`config.mk`:
```
export PLATFORM = sky130hd
export DESIGN_NAME = uart_rx_fifo
export DESIGN_NICKNAME = d
export VERILOG_FILES = /design/src/rtl/uart_rx_fifo.sv
export SDC_FILE = /design/constraint.sdc
export NUM_CORES = 1
export LEC_CHECK = 0
export ABC_CLOCK_PERIOD_IN_PS = 4100
export CORE_UTILIZATION = 59
export CTS_CLUSTER_DIAMETER = 80
export DETAILED_ROUTE_END_ITERATION = 12
export PLACE_DENSITY = 0.91
export SLEW_MARGIN = 0
export SYNTH_ARGS = -nofsm -noshare
export SYNTH_HDL_FRONTEND = slang
export SYNTH_SLANG_ARGS = --single-unit
```
`constraint.sdc`:
```
create_clock -name i_clk -period 4.1 [get_ports i_clk]
set_clock_uncertainty 0.1 [all_clocks]
set_input_delay 1.23 -clock i_clk [delete_from_list [all_inputs] [get_ports i_clk]]
set_output_delay 1.23 -clock i_clk [all_outputs]
set_load 0.01 [all_outputs]
```
`src/rtl/uart_rx_fifo.sv`:
```
// Circular receive FIFO between the UART receiver and the bus register logic.
// Read latency 1 cycle; writes to a full FIFO are dropped and flagged sticky.
module uart_rx_fifo #(
  parameter int DATA_BITS  = 8,
  parameter int DEPTH_LOG2 = 4,
  localparam int DEPTH     = 2 ** DEPTH_LOG2
) (
  input  logic                  i_clk,
  input  logic                  i_rst,
  input  logic                  i_wr_stb,
  input  logic [DATA_BITS-1:0]  i_wr_data,
  input  logic                  i_rd_stb,
  output logic [DATA_BITS-1:0]  o_rd_data,
  output logic                  o_rd_valid,
  output logic                  o_empty,
  output logic                  o_full,
  output logic [DEPTH_LOG2:0]   o_count,
  input  logic [DEPTH_LOG2:0]   i_threshold,
  output logic                  o_level_irq,
  output logic                  o_overrun,
  input  logic                  i_clr_overrun
);

  localparam int CW = DEPTH_LOG2 + 1;
  localparam logic [CW-1:0] FULL_COUNT = CW'(DEPTH);

  logic [DATA_BITS-1:0]  mem [DEPTH];
  logic [DEPTH_LOG2-1:0] wptr;
  logic [DEPTH_LOG2-1:0] rptr;
  logic [CW-1:0]         count;
  logic                  rd_ok;
  logic                  wr_ok;
  logic                  drop;

  // A read frees a slot in the same cycle, so a full FIFO still takes a write alongside it.
  assign rd_ok = i_rd_stb & ~o_empty;
  assign wr_ok = i_wr_stb & (~o_full | rd_ok);
  assign drop  = i_wr_stb & o_full & ~rd_ok;

  assign o_count     = count;
  assign o_empty     = (count == '0);
  assign o_full      = (count == FULL_COUNT);
  assign o_level_irq = (i_threshold != '0) && (count >= i_threshold);

  always_ff @(posedge i_clk) begin
    if (wr_ok && !i_rst) begin
      mem[wptr] <= i_wr_data;
    end
  end

  always_ff @(posedge i_clk) begin
    if (i_rst) begin
      wptr       <= '0;
      rptr       <= '0;
      count      <= '0;
      o_rd_data  <= '0;
      o_rd_valid <= 1'b0;
      o_overrun  <= 1'b0;
    end else begin
      o_rd_valid <= rd_ok;
      if (rd_ok) begin
        o_rd_data <= mem[rptr];
        rptr      <= rptr + 1'b1;
      end
      if (wr_ok) begin
        wptr <= wptr + 1'b1;
      end
      if (wr_ok && !rd_ok) begin
        count <= count + 1'b1;
      end else if (rd_ok && !wr_ok) begin
        count <= count - 1'b1;
      end
      // A fresh drop beats a clear in the same cycle.
      if (drop) begin
        o_overrun <= 1'b1;
      end else if (i_clr_overrun) begin
        o_overrun <= 1'b0;
      end
    end
  end

endmodule

```
## After elaboration in Yosys (flattened, before gate mapping)

Memory sizes are Yosys's and may differ from the RTL's. A register that Yosys moved wholly into a read port is not among the register bits.
Index checks and enable logic that the tools add are counted.

| storage, ports and cells | value |
|---|---|
| register bits after elaboration | 15 |
| bits in latches | 0 |
| RAM bits | 128 |
| bits in read-only memories | 0 |
| memories kept | 1 |

Memories:

| name | depth | width | read ports | clocked after memory_dff | wr ports | line | RTL |
|---|---|---|---|---|---|---|---|
| mem | 16 | 8 | 1 | 1 | 1 | 27 | `logic [DATA_BITS-1:0] mem [DEPTH];` |

| cells by class | value |
|---|---|
| add/subtract/negate cells | 4 |
| multiply operators | 0 |
| divide/modulo/power cells | 0 |
| order comparisons | 1 |
| equality and inequality tests | 1 |
| shifts and indexed selects | 0 |
| multiplexer cells | 6 |
| bitwise logic cells | 8 |
| reduce and logical (&&, ||, !) cells | 11 |

Operator list:

| cell | count |
|---|---|
| 2-to-1 mux 5 bit | 2 |
| adder 4 x 1 -> 4 bit, second input constant | 2 |
| adder 5 x 1 -> 5 bit, second input constant | 1 |
| equality test 5 bit, second input constant | 1 |
| >= comparator 5 bit | 1 |
| zero test 5 bit | 1 |
| nonzero test 5 bit | 1 |
| subtractor 5 x 1 -> 5 bit, second input constant | 1 |
| AND 1 bit | 4 |
| logical AND 1 bit | 4 |
| 2-to-1 mux 1 bit | 4 |
| nonzero test 2 bit | 2 |
| zero test 1 bit | 3 |
| NOT 1 bit | 3 |
| bitwise OR 1 bit | 1 |

## Logic depth before layout (Yosys ltp)

| depth | value |
|---|---|
| depth in word-level cells | 9 |
| depth in mapped cells | 12 |
| depth with buffers taken out | 11 |

## Worst setup path after synthesis

No wires, ideal clock.

| timing path | value |
|---|---|
| path type | input-to-output |
| start | input i_threshold[0] |
| end | output o_level_irq |
| data arrival time | 2024 ps |
| data required time | 2770 ps |
| path slack | 746 ps |
| stages on the path | 6 |
| buffers on the path | 0 |
| cells stage by stage | ha_1 -> nand2b_1 -> a21oi_1 -> nor2b_1 -> o21ai_0 -> a21oi_1 |

| between the ends | value |
|---|---|
| longest elaborated chain between the ends | 2 |
| elaborated cells between the ends (all ways) | 3 |

Ends and longest elaborated chain:

| item | line | RTL |
|---|---|---|
| start, declared | 18 | `input logic [DEPTH_LOG2:0] i_threshold,` |
| >= comparator 5 bit or nonzero test 5 bit (tied branches) | 43 | `assign o_level_irq = (i_threshold != '0) && (count >= i_threshold);` |
| logical AND 1 bit * | 43 |  |
| end, declared | 19 | `output logic o_level_irq,` |

Mark *: on every way between the ends. The rest lies on a longest branch, timed or not.

## Worst setup path after layout

Ends and elaborated chain as after synthesis.

==> flow_summary.json <==
{
  "status": "finished, final reports clean",
  "setup_ws_ns": 0.0587,
  "ys_seq_elements": 151,
  "postLayoutCoreUtil_pct": 73.3,
  "num_rows": 36,
  "n_antenna_cell": 0,
  "setup_viol": 0,
  "cts_buffer_depth": 2,
  "yosys_warnings": 0,
  "ys_types": 34,
  "ioPinCount": 36,
  "vias_per_cell": 6.10,
  "synth-main-ff-cell": "edfxtp_1",
  "dp_worst_setup_slack_ns": -0.237,
  "clkLatencyLatePin_ns": 0.53,
  "cap_viol_max_count": 0,
  "grt_overflow": 0,
  "final_nets": 433,
  "hold_path.class": "register to register",
  "grtUsageTotal_pct": 26.0,
  "worst-slew-pin-transition_ns": 1.18,
  "drcViolationCount": 0,
  "gp_congestion": 0.826,
  "coreArea_um2": 9910,
  "cp-end-kind": "primary output",
  "async_flop_share_pct": 0,
  "netlist_area_um2": 6110,
  "rsz0062_at_grt": "no",
  "synth-edff-count": 128,
  "grt_max_degree": 28,
  "grt_pass1_wl_um": 19700,
  "place_area_um2": 6700,
  "cts-hold-fix-buffers": 0,
  "drt_wl_total_um": 12600,
  "critPathRequiredTime_ns": 2.77,
  "postRouteAntennaNets": 0,
  "cts-htree-levels": 4,
  "p_per_area_nw_per_um2": 568,
  "drive_gt1_share_pct": 22.0,
  "synth_top_area_cell": "edfxtp_1",
  "vias": 3329,
  "finalHoldViolations": 0,
  "syn-num-nets": 376,
  "dr.pass1.iters": 5,
  "period_needed_ns": 4.04,
  "post-route-period-util_pct": 98.6,
  "clk_root_buffer_cell": "clkbuf_8",
  "dieArea_um2": 10800,
  "grt_antenna_before_repair": 0,
  "drv_slew": 0,
  "worstSetupStartpointType": "input port",
  "yosysMostFrequentCell": "edfxtp_1",
  "area_delta_synth_final_pct": 18.9,
  "synth.top_cell.area_share_pct": 62.9,
  "synth-seq-area-share_pct": 70.4,
  "path_max_fanout": 2,
  "post_drt_wl_per_cell_um": 23.1,
  "cts_tree": "yes",
  "grt_pass1_vias": 3457,
  "crit_arrival_ns": 2.71,
  "hpwl_um": 7510,
  "maxSlewHeadroom_pct": 21.0,
  "leakage_nw": 2.44,
  "drt_iter0_markers": 275,
  "ir_drop_uv": 447,
  "path_clk_slew_ns": 0.07,
  "total_power_mw": 4.13,
  "clock_sinks": 151,
  "synthTopCellsByArea": "edfxtp_1, mux4_2, dfxtp_1, mux2i_1, ha_1",
  "die_h_um": 104,
  "cts_inserted_buffers": 17,
  "crit_type": "input port to primary output",
  "die_x_um": 104,
  "port_buffers": 35,
  "synth_common_cells": "edfxtp_1, nor2_1, mux4_2",
  "max_freq_mhz": 247,
  "postSynthAreaPerCell_um2": 17.8,
  "cts_setup_buffers": 0,
  "fin_tns_setup_ns": 0,
  "design_area_um2": 7270,
  "synth_cells": 343,
  "start_util_pct": 61.7
}
where the power goes:
group | leakage (nW) | internal (mW) | total (mW) | switching (mW)
clock | 0.272 | 0.830 | 1.50 | 0.674
combinational | 0.828 | 0.415 | 0.738 | 0.323
sequential | 1.34 | 1.74 | 1.88 | 0.147
total | 2.44 | 2.98 | 4.13 | 1.14
final timing paths:
kind              depth (start not counted)  slack [ns]                         to                 startpoint
hold / removal                            2        0.41  o_rd_data[7]$_SDFFE_PP0N_  o_rd_data[7]$_SDFFE_PP0N_
hold reg to reg                           2        0.41  o_rd_data[7]$_SDFFE_PP0N_  o_rd_data[7]$_SDFFE_PP0N_
setup reg to reg                         11        0.89    o_count[4]$_SDFFE_PP0P_    o_count[0]$_SDFFE_PP0P_
setup / recovery                          8        0.06                o_level_irq             i_threshold[0]
sequential cells by signal, indices dropped and copies added (netlist names):
name,flops
o_count,5
rptr,4
wptr,4
o_rd_valid,1
o_overrun,1
mem,128
o_rd_data,8
area by class of cell:
class,instances,area (um2)
tap,133,166
timing repair buffer,55,500
fill,565,2640
inverter,11,41.3
clock inverter,15,159
clock buffer,17,414
sequential,151,4310
multi-input combinational,164,1680
routing by layer:
| layer | vias to the layer above | GRT usage [%] | wire length, um |
|---|---|---|---|
| met5 | - | 0 | 0 |
| met4 | 0 | 11.2 | 350 |
| met3 | 31 | 7.05 | 978 |
| met2 | 169 | 43.1 | 6570 |
| met1 | 1671 | 32.4 | 4710 |
| li1 | 1458 | - | - |
repair_timing:
| item | CTS | global route |
|---|---|---|
| endpoints found under the hold margin | 0 | 0 |
| setup endpoints to repair | 1 | 1 |
| pin swaps | 0 | 0 |
| resized for setup | 2 | 1 |
worst max-delay path: stages:
cell and delay, ns:
clkdlybuf4s50_1 0.48, ha_1 0.22, nand2b_1 0.14, a21oi_1 0.14, nor2b_1 0.06, o21ai_1 0.13, a21oi_1 0.09, clkdlybuf4s15_1 0.23
metrics by stage:
stage / instances / hold slack [ns]
CTS: 546 / 0.411
global placement: 514 / 0.396
detailed placement: 514 / 0.386
global route: 546 / 0.453
floorplan: 343 / 0.394
finish: 546 / 0.415
logic make-up (layout without fill, tap and decap cells):
family	Yosys count	count (layout)	synth area share [%]
flops	151	151	70.4
simple gates	65	65	5.47
mux	50	50	14.7
buf+inv	28	98	2.07
compound gates	24	24	2.68
fa+ha+maj	15	15	3.19
xor+xnor	10	10	1.43
layout by cell type (no fill, tap or decap), drive strengths merged:
master           n
a21oi            9
buf             20
dfxtp           23
mux2i           18
ha              14
or2              1
nand4            2
xor2             5
o31a             1
nand2            8
nand2b           1
bufinv           1
clkbuf          17
o221ai           8
xnor2            5
o22ai            1
mux4            32
clkinvlp         3
inv             19
o21ai            2
clkinv           3
edfxtp         128
nor2            35
or4              2
fa               1
nand3b          10
a21o             2
clkdlybuf4s50   34
o21a             1
nor2b            2
or3              3
clkdlybuf4s15    1
or3b             1
No activity file was read; power rests on OpenSTA's default activity.
